--- src/rtl/dec_pkg.sv ---
// Shared widths and decode/one-hot helpers for the 3-to-8 decoder.
package dec_pkg;

  localparam int DEC_IN_W  = 3;
  localparam int DEC_OUT_W = 8;

  function automatic logic [DEC_OUT_W-1:0] onehot_dec(input logic [DEC_IN_W-1:0] sel, input logic en);
    logic [DEC_OUT_W-1:0] res;
    res = 8'h00;
    // X/Z on sel while disabled must never reach the output.
    if (en) begin
      case (sel)
        3'd0:    res = 8'h01;
        3'd1:    res = 8'h02;
        3'd2:    res = 8'h04;
        3'd3:    res = 8'h08;
        3'd4:    res = 8'h10;
        3'd5:    res = 8'h20;
        3'd6:    res = 8'h40;
        3'd7:    res = 8'h80;
        default: res = 8'h00;
      endcase
    end else begin
      res = 8'h00;
    end
    return res;
  endfunction

  function automatic logic is_onehot(input logic [DEC_OUT_W-1:0] v);
    logic [3:0] cnt;
    cnt = 4'd0;
    for (int i = 0; i < DEC_OUT_W; i++) begin
      cnt = cnt + {3'b000, v[i]};
    end
    return (cnt == 4'd1);
  endfunction

endpackage

--- src/rtl/dec_onehot_chk.sv ---
// Simulation assertion on the decoder output invariant; built only with DECODER_ONEHOT_CHK_EN.
`ifdef DECODER_ONEHOT_CHK_EN
module dec_onehot_chk
  import dec_pkg::*;
(
  input logic                 clk,
  input logic                 rst_n,
  input logic [DEC_OUT_W-1:0] out,
  input logic                 valid
);

  a_out_inv: assert property (@(posedge clk) disable iff (!rst_n)
    (valid ? is_onehot(out) : (out == 8'h00)))
    else $error("decoder output invariant violated: out=%h valid=%b", out, valid);

endmodule
`endif

--- src/rtl/dec_onehot_core.sv ---
// Purely combinational 3-to-8 one-hot decode.
module dec_onehot_core
  import dec_pkg::*;
(
  input  logic [DEC_IN_W-1:0]  in,
  input  logic                 en,
  output logic [DEC_OUT_W-1:0] dec
);

  // Decode select into one-hot lines, gated by enable.
  always_comb begin
    dec = onehot_dec(in, en);
  end

endmodule

--- src/rtl/decoder_3_to_8.sv ---
// Registered 3-to-8 decoder with enable; optional sticky invariant flag `err`
// is compiled in when DECODER_ONEHOT_CHK_EN is defined.
module decoder_3_to_8
  import dec_pkg::*;
#(
  parameter int OUT_REG = 1
) (
  input  logic                 clk,
  input  logic                 rst_n,
  input  logic [DEC_IN_W-1:0]  in,
  input  logic                 en,
  output logic [DEC_OUT_W-1:0] out,
  output logic                 valid
`ifdef DECODER_ONEHOT_CHK_EN
  ,
  output logic                 err
`endif
);

  logic [DEC_OUT_W-1:0] dec_s;

  dec_onehot_core u_core (
    .in  (in),
    .en  (en),
    .dec (dec_s)
  );

  if (OUT_REG != 0) begin : g_reg
    logic [DEC_OUT_W-1:0] out_r;
    logic                 valid_r;

    // Output register: glitch-free selects, cleared asynchronously.
    always_ff @(posedge clk or negedge rst_n) begin
      if (!rst_n) begin
        out_r   <= 8'h00;
        valid_r <= 1'b0;
      end else begin
        out_r   <= dec_s;
        valid_r <= en;
      end
    end

    assign out   = out_r;
    assign valid = valid_r;
  end else begin : g_comb
    assign out   = dec_s;
    assign valid = en;
  end

`ifdef DECODER_ONEHOT_CHK_EN
  logic inv_bad_s;
  logic err_r;

  // Invariant: one-hot while valid, all-zero otherwise.
  always_comb begin
    if (valid) begin
      inv_bad_s = !is_onehot(out);
    end else begin
      inv_bad_s = (out != 8'h00);
    end
  end

  // Sticky error flag, cleared only by reset.
  always_ff @(posedge clk or negedge rst_n) begin
    if (!rst_n) begin
      err_r <= 1'b0;
    end else begin
      err_r <= err_r | inv_bad_s;
    end
  end

  assign err = err_r;

  dec_onehot_chk u_chk (
    .clk   (clk),
    .rst_n (rst_n),
    .out   (out),
    .valid (valid)
  );
`endif

endmodule

--- config.mk ---
export PLATFORM = sky130hd
export DESIGN_NAME = decoder_3_to_8
export DESIGN_NICKNAME = d
export VERILOG_FILES = /design/src/rtl/dec_pkg.sv /design/src/rtl/dec_onehot_chk.sv /design/src/rtl/dec_onehot_core.sv /design/src/rtl/decoder_3_to_8.sv
export SDC_FILE = /design/constraint.sdc
export NUM_CORES = 1
export LEC_CHECK = 0
export CAP_MARGIN = 0
export CORE_AREA = 3 3 40 42
export DETAILED_ROUTE_END_ITERATION = 8
export DIE_AREA = 0 0 43 45
export GPL_TIMING_DRIVEN = 0
export HOLD_SLACK_MARGIN = 0.02
export PLACE_DENSITY = 0.63
export SLEW_MARGIN = 20
export SYNTH_ARGS = -nofsm -noshare
export SYNTH_HDL_FRONTEND = slang
export SYNTH_SLANG_ARGS = --single-unit
--- constraint.sdc ---
create_clock -name clk -period 0.8 [get_ports clk]
set_input_delay 0.16 -clock clk [delete_from_list [all_inputs] [get_ports clk]]
set_output_delay 0.16 -clock clk [all_outputs]
set_load 0.005 [all_outputs]
==> out/metrics.cfg, run 1 <==
[status]
outcome = finished with violations
failed_checks = negative setup slack

[timing]
setup_viol = 9
worst_pin_slew_ns = 0.3787
relSlewSlack_pct = 74.68
drv_slew = 0
rsz0062_at_grt = yes
period_share_pct = 112.7
fin_ws_ns = -0.1020
finalCriticalPeriod_ns = 0.9020
fmaxAchievable_mhz = 1109
finalHoldViolations = 0

[synthesis]
ys_types = 5
synth_top_area_cell = dfrtp_1
synth_edf_count = 0
ys_async_sr_fraction_pct = 100.0
ys_warn_count = 0
netlist_area_sq_um = 321.6
syn-num-nets = 23
syn_inst = 17
ys.flop_type = dfrtp_1
synth-seq-cells = 9
yosysSeqAreaShare_pct = 70.04
synth.area.top_cells = dfrtp_1 (70%), and4bb_2 (12%), and4b_2 (11%)
syn_avg_cell_area_sq_um = 18.92
synthTopCellsByCount = dfrtp_1 (9), and4b_2 (3), and4bb_2 (3), and4_2 (1), nor4b_2 (1)
synth_top_area_share_pct = 70.04
yosysMostFrequentCell = dfrtp_1

[cells_and_area]
diodes = 0
fill_cells = 134
multi_input_area_sq_um = 96.34
area_delta_synth_final_pct = 42.02
fin_area_sq_um = 456.7
nets = 42
seqCellArea_sq_um = 225.2
utilization_pct = 35.54
drive_gt1_share_pct = 57.14

[placed_design]
io_buffer_count = 14
place_congestion = 0.6704
place_area_sq_um = 480.5

[power]
p_leak_nw = 0.2420
power_density_nw_per_um2 = 1921
ir_drop_mv = 0.5984

[setup_path]
worstSetupPathType = reg -> out
crit_arrival_ns = 0.74
cp_top_family = flip-flops
crit_path_cell_trace = buf_2
crit_buf_inv = 1
cpMaxStageDelayCell = dfrtp_1
critPathMaxStageDelay_ns = 0.36
startpoint_type = flop
cp.required_ns = 0.64
endpoint_kind = output pin
crit_fanout = 1

[grt]
antenna_found_initial = 0
grt_max_degree = 10
grt_use_total_pct = 6.176
grt_pass1_wl_um = 793
grt_pass1_vias = 186
overflow = 0

[route]
vias = 220
vias_per_cell = 4.400
drtAntennaViolNets = 0
drc = 0
drt-total-wl_um = 543
wl_per_cell_um = 10.86
firstDrtPassIters = 1
drt-initial-drc-count = 0

[floorplanning]
fp.dieH_um = 45
ios = 15
die-width_um = 43
initial_utilization_pct = 25.02
dieArea_sq_um = 1935
design.core.area_sq_um = 1285
row_count = 13

[clock_network]
htree_levels = 1
clk_pin_slew_worst_paths_ns = 0.06
cts_buffers = 3
cts_tree = done
clockBufferDepth = 2
ctsHoldBuffers = 0
clock-root-buffer = clkbuf_4
cts_sinks = 9

[min_path]
hp-class = in -> async

[run]
cap_violations = 0

==> final timing paths <==
check,start,to,depth (start not counted)
setup / recovery,out[1],out[1],1
hold / removal,rst_n,out[0],1
max in group asynchronous,rst_n,out[6],1
min in group clk,en,valid,1
==> timing repair <==
action / CTS / global route
resized for setup: 40 / 0
endpoints found under the setup margin: 17 / 9
cloned: 0 / 0
buffers inserted: 0 / 0
==> area by class of cell <==
class,count,area share (%)
sequential,9,49.32
tap,15,4.110
clock buffer,4,5.753
timing repair buffer,14,19.73
multi-input combinational,8,21.10
==> placed cells by master (no fill, tap or decap), drive strengths merged <==
| master | count |
|---|---|
| dfrtp | 9 |
| buf | 9 |
| dlygate4sd2 | 4 |
| clkbuf | 4 |
| and4b | 3 |
| and4bb | 3 |
| nor4b | 1 |
| and4 | 1 |
| clkdlybuf4s50 | 1 |
==> routing by layer <==
| layer | part of all wire [%] | track usage, % | vias up | routed length [um] |
|---|---|---|---|---|
| met5 | 0 | 0 | - | 0 |
| met1 | 40 | 5.808 | 106 | 217 |
| met4 | 0 | 5.422 | 0 | 0 |
| li1 | - | - | 104 | - |
| met3 | 14 | 4.382 | 0 | 76 |
| met2 | 46 | 8.982 | 10 | 249 |
==> sequential cells by signal (all words and copies together), names as in the netlist <==
signal and count:
valid 1, out 8
==> report_power, final <==
group / total [W] / leakage, nW / switching, W / internal [W]
combinational: 0.0000712 / 0.106 / 0.0000350 / 0.0000362
sequential: 0.000470 / 0.121 / 0.00000244 / 0.000468
clock: 0.000336 / 0.0150 / 0.000145 / 0.000191
==> per-stage QoR <==
stage / hold slack, ns / power (W) / worst slack (ns) / setup TNS, ns / cells
CTS: 0.1892 / 0.0008974 / -0.1149 / -0.9077 / 50
finish: 0.1859 / 0.0008773 / -0.1020 / -0.7560 / 50
global placement: 0.4679 / 0.0005692 / -0.3197 / -3.813 / 46
global route: 0.2288 / 0.0009185 / -0.1228 / -1.020 / 50
floorplan: -0.1356 / 0.0004973 / 0.2907 / 0 / 17
detailed placement: 0.4686 / 0.0005716 / -0.3376 / -4.036 / 46
==> cells by family (layout without fill, tap and decap cells) <==
| logic type | after synthesis | after routing | share of synthesized area [%] |
|---|---|---|---|
| buffers and inverters | 0 | 18 | 0 |
| flip-flops | 9 | 9 | 70.04 |
| AND/OR/NAND/NOR | 8 | 8 | 29.96 |
No activity file was read; power rests on OpenSTA's default activity.
==> run 2, diff against run 1 <==
Settings changed: PLACE_DENSITY 0.63 to 0.61, REMOVE_ABC_BUFFERS set to 1.
Clock period 0.8 ns to 1.03 ns, I/O delays scaled along.
==> run 2 against run 1 <==
  * Non-clock buffer count stayed put
  * Count of clock-buffer cells in the layout stayed put
  * Sequential power is 22% lower
  * First-iteration DRC count is 5 higher
  * Global-route usage is 2.2 points higher
  * Highest routed layer is now met4
  * Combinational power is 13% lower
  * Utilization is 0.39 points higher
  * Routed wire length is 17% higher
  * Via count is 5.0% higher
  * The run now ends clean
  * Final cell count stayed put
  * Setup slack better by 0.18 ns
==> out/metrics.cfg, run 2 (synthesis results as in run 1) <==
[setup_path]
startpoint_type = flop  ; unchanged
crit_path_cell_trace = buf_2  ; unchanged
cpMaxStageDelayCell = dfrtp_1  ; unchanged
crit_buf_inv = 1  ; unchanged
cp.required_ns = 0.82  ; was 0.64 ns
critPathMaxStageDelay_ns = 0.36  ; about the same
crit_arrival_ns = 0.75  ; was 0.74 ns
crit_path_start = out[2]  ; was out[1]
crit_fanout = 1  ; unchanged
cp_top_family = flip-flops  ; unchanged
endpoint_kind = output pin  ; unchanged
worstSetupPathType = reg -> out  ; unchanged

[clock_network]
clk_pin_slew_worst_paths_ns = 0.06  ; about the same
cts_buffers = 3  ; unchanged
cts_setup_buffers = 0  ; unchanged
ctsHoldBuffers = 0  ; unchanged
htree_levels = 1  ; unchanged
clock-root-buffer = clkbuf_4  ; unchanged
clockBufferDepth = 2  ; unchanged
cts_sinks = 9  ; unchanged
cts_tree = done  ; unchanged

[status]
outcome = completed  ; was finished with violations

[timing]
setup_viol = 0  ; was 9
finalCriticalPeriod_ns = 0.9547
fmaxAchievable_mhz = 1047
rsz0062_at_grt = no  ; was yes
worst_pin_slew_ns = 0.3822  ; was 0.3787 ns
hold_slack_ns = 0.2305  ; was 0.1859 ns
finalHoldViolations = 0  ; unchanged
drv_slew = 0  ; unchanged
relSlewSlack_pct = 74.44  ; was 74.68%
period_share_pct = 92.69

[power]
pwr-share-seq_pct = 52.8  ; was 53.6%
power.internal_w = 0.0005462  ; was 0.0006954 W
sw_frac_of_total_pct = 21.17  ; was 20.74%
power_density_nw_per_um2 = 1501  ; was 1921 nW/um^2
clock_power_share_pct = 38.2  ; was 38.3%
p_leak_nw = 0.2344  ; was 0.2420 nW
p_sw_w = 0.0001466  ; was 0.0001819 W
power_frac_comb_pct = 9.0  ; was 8.1%
ir_drop_mv = 0.5439  ; was 0.5984 mV

[placed_design]
place_area_sq_um = 480.5  ; unchanged
place_congestion = 0.7068  ; was 0.6704
dpl.hpwl_um = 429.4
io_buffer_count = 14  ; unchanged

[cells_and_area]
nets = 42  ; unchanged
most-common-layout-cells = dfrtp_1 (9), clkdlybuf4s50_1 (5), buf_2 (5)  ; was dfrtp_1 (9), buf_2 (9), dlygate4sd2_1 (4)
largest_reg_flops = 8  ; unchanged
area_delta_synth_final_pct = 43.58  ; was 42.02%
final_common_cell = dfrtp_1
fin_area_sq_um = 461.7  ; was 456.7 sq um
drive_gt1_share_pct = 57.14  ; unchanged
diodes = 0  ; unchanged

[route]
wl_per_cell_um = 12.74  ; was 10.86 um
drt-initial-drc-count = 5  ; was 0
vias = 231  ; was 220
vias_per_cell = 4.620  ; was 4.400
drc = 0  ; unchanged
drtAntennaViolNets = 0  ; unchanged
drt-total-wl_um = 637  ; was 543 um
firstDrtPassIters = 4  ; was 1

[grt]
grt_max_degree = 10  ; unchanged
grt_pass1_vias = 214  ; was 186
top_usage_layer = met1  ; was met2
grt_use_met3_pct = 6.375  ; was 4.382%
overflow = 0  ; unchanged
grtUsageMet1_pct = 9.500  ; was 5.808%
grt_use_total_pct = 8.347  ; was 6.176%
antenna_found_initial = 0  ; unchanged
grt_pass1_wl_mm = 1.041  ; was 793 um
met2_usage_pct = 8.982  ; unchanged

[floorplanning]
initial_utilization_pct = 25.02  ; unchanged
fp.dieH_um = 45  ; unchanged
design.core.area_sq_um = 1285  ; unchanged
ios = 15  ; unchanged
dieArea_sq_um = 1935  ; unchanged
die-width_um = 43  ; unchanged
row_count = 13  ; unchanged

[min_path]
hp-class = in -> async  ; unchanged

[run]
cap_violations = 0  ; unchanged

run 2: how the worst max path moves through the flow:
stage / to / depth (start not counted)
floorplan: out[0] / 0
global placement: out[4] / 2
detailed placement: out[4] / 2
CTS: out[5] / 1
global route: out[2] / 1
finish: out[2] / 1
run 2: power by group through the flow:
stage,clock [W],combinational [W],sequential (W)
floorplan,0,0.0000122,0.000374
global route,0.000313,0.0000676,0.000367
finish,0.000265,0.0000621,0.000366
CTS,0.000277,0.0000655,0.000366
global placement,0,0.0000702,0.000372
detailed placement,0,0.0000725,0.000373
run 2: area by class of cell:
cell class                 instances  area [sq um]
timing repair buffer              14         95.09
fill                             129         823.3
clock buffer                       4         26.28
tap                               15         18.77
multi-input combinational          8         96.34
sequential                         9         225.2
run 2: what timing repair did:
| item | in CTS | in global routing |
|---|---|---|
| endpoints found under the hold margin | 0 | 0 |
| setup endpoints to repair | 9 | 4 |
| resized for setup | 28 | 4 |
run 2: routing by layer:
layer,part of all wire (%),up-vias
met5,0,-
li1,-,103
met3,16,4
met4,5.3,0
met1,43,105
met2,36,19
run 2: through the flow:
stage	instances	setup slack (ns)	power (W)	TNS [ns]	utilization, %
2_1_floorplan	17	0.4747	0.0003863	0	-
3_3_place_gp	46	-0.1339	0.0004424	-0.9291	37.39
3_5_place_dp	46	-0.1688	0.0004451	-1.182	37.39
4_1_cts	50	0.001709	0.0007089	0	37.49
5_1_grt	50	0.01894	0.0007471	0	35.93
6_report	50	0.07532	0.0006928	0	35.93
